**src/rtl/ds_pkg.sv**
```systemverilog
`default_nettype none
// ============================================================================
// Module  : ds_pkg
// Brief   : Shared FSM state encoding and default widths for the DS sink.
// Revision: 1.0 - initial release
// ============================================================================
package ds_pkg;

    localparam int c_DEF_DATA_W = 8;
    localparam int c_DEF_LEN_W  = 8;

    typedef enum logic [1:0] {
        ST_IDLE = 2'd0,
        ST_RECV = 2'd1,
        ST_DONE = 2'd2
    } ds_state_t;

endpackage
`default_nettype wire

```
**src/rtl/ds_sink_fifo.sv**
```systemverilog
`default_nettype none
// ============================================================================
// Module  : ds_sink_fifo
// Brief   : Synchronous show-ahead FIFO; full/empty derived from a pointer MSB.
// Revision: 1.0 - initial release
// ============================================================================
module ds_sink_fifo #(
    parameter int DATA_W     = 8,
    parameter int FIFO_DEPTH = 16
) (
    input  logic              clk,
    input  logic              rst,
    input  logic              wr_en,
    input  logic [DATA_W-1:0] wr_data,
    input  logic              rd_en,
    output logic [DATA_W-1:0] rd_data,
    output logic              full,
    output logic              empty
);

    localparam int c_AW = $clog2(FIFO_DEPTH);

    logic [c_AW:0]       r_wr_ptr;
    logic [c_AW:0]       r_rd_ptr;
    logic [DATA_W-1:0]   r_mem [FIFO_DEPTH];
    logic                w_wr;
    logic                w_rd;

    assign w_wr = wr_en && !full;
    assign w_rd = rd_en && !empty;

    always_ff @(posedge clk) begin
        if (rst) begin
            r_wr_ptr <= '0;
            r_rd_ptr <= '0;
        end else begin
            if (w_wr) r_wr_ptr <= r_wr_ptr + 1'b1;
            if (w_rd) r_rd_ptr <= r_rd_ptr + 1'b1;
        end
    end

    // Storage needs no reset; the pointers alone define what is valid.
    always_ff @(posedge clk) begin
        if (w_wr) r_mem[r_wr_ptr[c_AW-1:0]] <= wr_data;
    end

    assign empty   = (r_wr_ptr == r_rd_ptr);
    assign full    = (r_wr_ptr[c_AW] != r_rd_ptr[c_AW]) &&
                     (r_wr_ptr[c_AW-1:0] == r_rd_ptr[c_AW-1:0]);
    assign rd_data = r_mem[r_rd_ptr[c_AW-1:0]];

endmodule
`default_nettype wire

```
**src/rtl/ds_sink.sv**
```systemverilog
`default_nettype none
// ============================================================================
// Module  : ds_sink
// Brief   : DS stream receiver: accepts one armed packet into a FIFO and checks
//           its length. Optional byte pattern checker: DS_SINK_PATTERN_CHECK_EN.
// Revision: 1.0 - initial release
// ============================================================================
module ds_sink
    import ds_pkg::*;
#(
    parameter int DATA_W     = c_DEF_DATA_W,
    parameter int LEN_W      = c_DEF_LEN_W,
    parameter int FIFO_DEPTH = 16
) (
    input  logic              clk,
    input  logic              rst,
    input  logic              arm,
    input  logic [LEN_W-1:0]  exp_len,
    input  logic              EN,
    input  logic              valid,
    input  logic [DATA_W-1:0] data,
    input  logic              last,
    output logic              ready,
    input  logic              rd_en,
    output logic [DATA_W-1:0] rd_data,
    output logic              rd_empty,
    output logic              busy,
    output logic              done,
    output logic [LEN_W-1:0]  rx_len,
    output logic              len_err,
    output logic              data_err
);

    localparam logic [LEN_W-1:0] c_LEN_MAX = '1;

    ds_state_t          r_state;
    ds_state_t          w_state_nxt;
    logic [LEN_W-1:0]   r_exp_len;
    logic [LEN_W-1:0]   r_cnt;
    logic [LEN_W-1:0]   w_cnt_inc;
    logic               w_at_max;
    logic               w_full;
    logic               w_start;
    logic               w_xfer;

    assign w_start   = (r_state == ST_IDLE) && arm && (exp_len != '0);
    assign ready     = (r_state == ST_RECV) && !w_full;
    assign w_xfer    = EN && valid && ready;
    assign busy      = (r_state == ST_RECV);
    assign done      = (r_state == ST_DONE);
    assign w_at_max  = (r_cnt == c_LEN_MAX);
    assign w_cnt_inc = w_at_max ? r_cnt : r_cnt + 1'b1;

    always_ff @(posedge clk) begin
        if (rst) r_state <= ST_IDLE;
        else     r_state <= w_state_nxt;
    end

    always_comb begin
        w_state_nxt = r_state;
        case (r_state)
            ST_IDLE: if (w_start) w_state_nxt = ST_RECV;
            ST_RECV: if (w_xfer && last) w_state_nxt = ST_DONE;
            ST_DONE: w_state_nxt = ST_IDLE;
            default: w_state_nxt = ST_IDLE;
        endcase
    end

    // A byte arriving while the counter is already at max means the packet
    // overran the counter, so it is a length error regardless of exp_len.
    always_ff @(posedge clk) begin
        if (rst) begin
            r_exp_len <= '0;
            r_cnt     <= '0;
            rx_len    <= '0;
            len_err   <= 1'b0;
        end else if (w_start) begin
            r_exp_len <= exp_len;
            r_cnt     <= '0;
            len_err   <= 1'b0;
        end else if (w_xfer) begin
            r_cnt <= w_cnt_inc;
            if (last) begin
                rx_len  <= w_cnt_inc;
                len_err <= w_at_max || (w_cnt_inc != r_exp_len);
            end
        end
    end

`ifdef DS_SINK_PATTERN_CHECK_EN
    logic [DATA_W-1:0] r_exp_byte;
    logic              r_data_err;

    always_ff @(posedge clk) begin
        if (rst) begin
            r_exp_byte <= '0;
            r_data_err <= 1'b0;
        end else if (w_start) begin
            r_exp_byte <= '0;
            r_data_err <= 1'b0;
        end else if (w_xfer) begin
            r_exp_byte <= r_exp_byte + 1'b1;
            if (data != r_exp_byte) r_data_err <= 1'b1;
        end
    end

    assign data_err = r_data_err;
`else
    assign data_err = 1'b0;
`endif

    ds_sink_fifo #(
        .DATA_W     (DATA_W),
        .FIFO_DEPTH (FIFO_DEPTH)
    ) u_fifo (
        .clk     (clk),
        .rst     (rst),
        .wr_en   (w_xfer),
        .wr_data (data),
        .rd_en   (rd_en),
        .rd_data (rd_data),
        .full    (w_full),
        .empty   (rd_empty)
    );

endmodule
`default_nettype wire

```
**config.mk**
```make
export PLATFORM = sky130hd
export DESIGN_NAME = ds_sink
export DESIGN_NICKNAME = d
export VERILOG_FILES = /design/src/rtl/ds_pkg.sv /design/src/rtl/ds_sink_fifo.sv /design/src/rtl/ds_sink.sv
export SDC_FILE = /design/constraint.sdc
export NUM_CORES = 1
export LEC_CHECK = 0
export ABC_AREA = 1
export BUFFER_PORTS_ARGS = -buffer_cell sky130_fd_sc_hd__buf_2
export CAP_MARGIN = 40
export CELL_PAD_IN_SITES_DETAIL_PLACEMENT = 1
export CELL_PAD_IN_SITES_GLOBAL_PLACEMENT = 1
export CORE_ASPECT_RATIO = 2
export CORE_MARGIN = 2
export CORE_UTILIZATION = 54
export CTS_BUF_LIST = sky130_fd_sc_hd__clkbuf_2
export DETAILED_ROUTE_END_ITERATION = 12
export GPL_ROUTABILITY_DRIVEN = 0
export PLACE_DENSITY_LB_ADDON = 0.1
export SLEW_MARGIN = 20
export SYNTH_ARGS = -nofsm -noshare
export SYNTH_HDL_FRONTEND = slang
export SYNTH_SLANG_ARGS = --single-unit
```
**constraint.sdc**
```tcl
create_clock -name clk -period 6 [get_ports clk]
set_input_delay 1.2 -clock clk [delete_from_list [all_inputs] [get_ports clk]]
set_output_delay 1.2 -clock clk [all_outputs]
set_load 0.02 [all_outputs]
```
==> reports/metrics.cfg <==
[timing]
max-slew-margin-rel_pct=49.08
setup_violations=0
tns_ns=0
layout_min_cycle_time_ns=3.837
rsz0062_at_grt=false
timing.hold.ws_ns=0.4797
tightest_slew_ns=0.7610
finalCritPeriodShare_pct=63.94
fmax_mhz=260.6
drv_slew=0
fin_skew_ns=0.04509
hold_viol=0

[cells_and_area]
drive_above_1_share_pct=15.40
synthToLayoutAreaGrowth_pct=8.873
fin_nets=724
fin_util_pct=60.38

[floorplan]
rows=59
initial_core_util_pct=55.46
dieArea_sq_um=14340
coreArea_sq_um=12990
die_x_um=85.68
dieHeight_um=167.4
ios=45

[global_routing]
grt_max_degree=54
antenna_found_initial=1
first_global_vias=5444
grt_pass1_wl_mm=29.53
grt_use_total_pct=27.93
grt_overflow=0

[synthesis]
ys_types=35
yosysWarnings=0
yosysTopAreaCell=edfxtp_1
syn_inst=646
ys_seq_elements=169
syn_area_sq_um=7206
synth_nets=675
post-synth-top-area-fraction_pct=53.34
synth_commonest_cells=edfxtp_1 (128), nand2_1 (82), inv_1 (65)
synth_edf_count=128
ys_top_cells_by_area=edfxtp_1 (53%), dfxtp_1 (11%), mux2i_1 (4.4%)
yosysSeqAreaShare_pct=64.73
async_reset_ff_share_pct=0
ys.flop_type=edfxtp_1
syn_area_per_cell_sq_um=11.15
yosys.cell_count.top_type=edfxtp_1

[power_and_ir_drop]
leakagePower_nw=2.817
vdd_drop_max_uv=160.5
powerDensity_nw_per_um2=274.9

[setup_path]
startpoint_type=flop
path_max_fanout=33
worstPathRequired_ns=4.80
critical_path_class=flop to primary output
end_kind=primary output
cp.arrival_ns=2.64

[clock_tree]
clk_latency_ns=0.72
cts_buffers=17
cts_hold_buf=0
cts_sinks=169
h-tree-depth=4
cts_setup_buffers=0
cts_buffer_depth=2
cts_tree=yes
cts_resized=0
path_clk_slew_ns=0.23
cts_root_buffer=clkbuf_2

[routing]
viasPerCell=5.889
drt_iter0_drc=366
wl_per_cell_um=22.22
routed_wl_mm=19.14
via_count=5070
ant_nets=0
drt_first_pass_iters=5
drc=0

[placement]
numPortBuffers=43
dp_hpwl_mm=14.14

[run]
max-cap-violations=0

[status]
status=finished clean

[worst_hold_path]
hold_path.class=flop to flop

worst paths after layout:
| path | startpoint | to | slack [ns] | cells after the start |
|---|---|---|---|---|
| min | rx_len[4]$_SDFFE_PP0P_ | rx_len[4]$_SDFFE_PP0P_ | 0.48 | 2 |
| min reg2reg | rx_len[4]$_SDFFE_PP0P_ | rx_len[4]$_SDFFE_PP0P_ | 0.48 | 2 |
| max reg2reg | u_fifo.r_wr_ptr[2]$_SDFFE_PP0P_ | u_fifo.r_mem[5][6]$_DFFE_PP_ | 3.33 | 10 |
| max | flop | rd_data[7] | 2.16 | 7 |
logic make-up (layout without fill, tap and decap cells):
group | after synthesis | in the layout | share of synthesized area, %
AND/OR/NAND/NOR | 175 | 175 | 10.89
XOR/XNOR | 6 | 6 | 0.7293
adder cells (fa/ha/maj) | 6 | 6 | 1.042
other | 1 | 2 | 0.05204
AO/OA/AOI/OAI | 157 | 157 | 12.22
buffers and inverters | 100 | 162 | 5.886
flip-flops | 169 | 169 | 64.73
multiplexers | 32 | 32 | 4.445
area by class of cell:
| cell class | count | area [sq um] |
|---|---|---|
| clock inverter | 14 | 122.6 |
| sequential | 169 | 4668 |
| tap | 152 | 190.2 |
| clock buffer | 18 | 90.09 |
| multi-input combinational | 377 | 2117 |
| timing repair buffer | 61 | 390.4 |
| inverter | 69 | 264.0 |
| antenna | 1 | 2.502 |
| fill | 1421 | 5147 |
routing by layer:
metal / vias up / global-route usage (%) / wire [um]
li1: 2373 / - / -
met1: 2478 / 26.71 / 6309
met2: 158 / 53.80 / 11360
met3: 61 / 4.879 / 546
met4: 0 / 15.46 / 922
met5: - / 0 / 0
placed cells by master, fill, tap and decap left out, types with 2 or more instances in the layout:
cell / instances
a21oi_1: 61
clkbuf_2: 18
dfxtp_1: 40
clkinvlp_4: 5
edfxtp_1: 128
inv_1: 65
inv_2: 2
nand4_1: 3
o21ai_0: 60
buf_2: 43
nor2_2: 2
nor4_1: 2
clkinv_1: 3
a21oi_2: 2
inv_4: 2
buf_4: 15
nor2_4: 2
xnor2_1: 2
ha_1: 6
nor3b_1: 2
nand2_2: 3
xor2_1: 4
o211ai_1: 32
nand2_1: 82
nor3_1: 2
inv_6: 4
nor2_1: 35
nand3_1: 38
mux2i_1: 32
metrics by stage:
| step | instance area (sq um) | setup WS, ns | total power [W] | std cells |
|---|---|---|---|---|
| floorplan | 7206 | 3.487 | 0.001525 | 646 |
| global placement | 7462 | 2.732 | 0.001606 | 811 |
| detailed placement | 7577 | 2.868 | 0.001632 | 821 |
| CTS | 7790 | 2.088 | 0.002162 | 853 |
| global route | 7845 | 1.932 | 0.002240 | 861 |
| finish | 7845 | 2.163 | 0.002157 | 861 |
power by group:
| part | switching [W] | internal, W |
|---|---|---|
| Sequential | 0.0000252 | 0.00127 |
| Clock | 0.000399 | 0.000152 |
| Combinational | 0.000200 | 0.000110 |
| Total | 0.000624 | 0.00153 |
registers in the layout, summed over array words and instances, names as in the netlist, named ones only:
name	flops
u_fifo.r_mem	128
u_fifo.r_rd_ptr	5
r_cnt	8
u_fifo.r_wr_ptr	5
r_exp_len	8
len_err	1
r_state	2
rx_len	8
worst max-delay path: stages, from the launching register on:
cell and delay, ns:
dfxtp_1 0.37, buf_4 0.34, inv_1 0.30, buf_16 0.25, o211ai_1 0.23, nand3_1 0.14, nand2_1 0.12, buf_2 0.17
No activity file was read; power rests on OpenSTA's default activity.
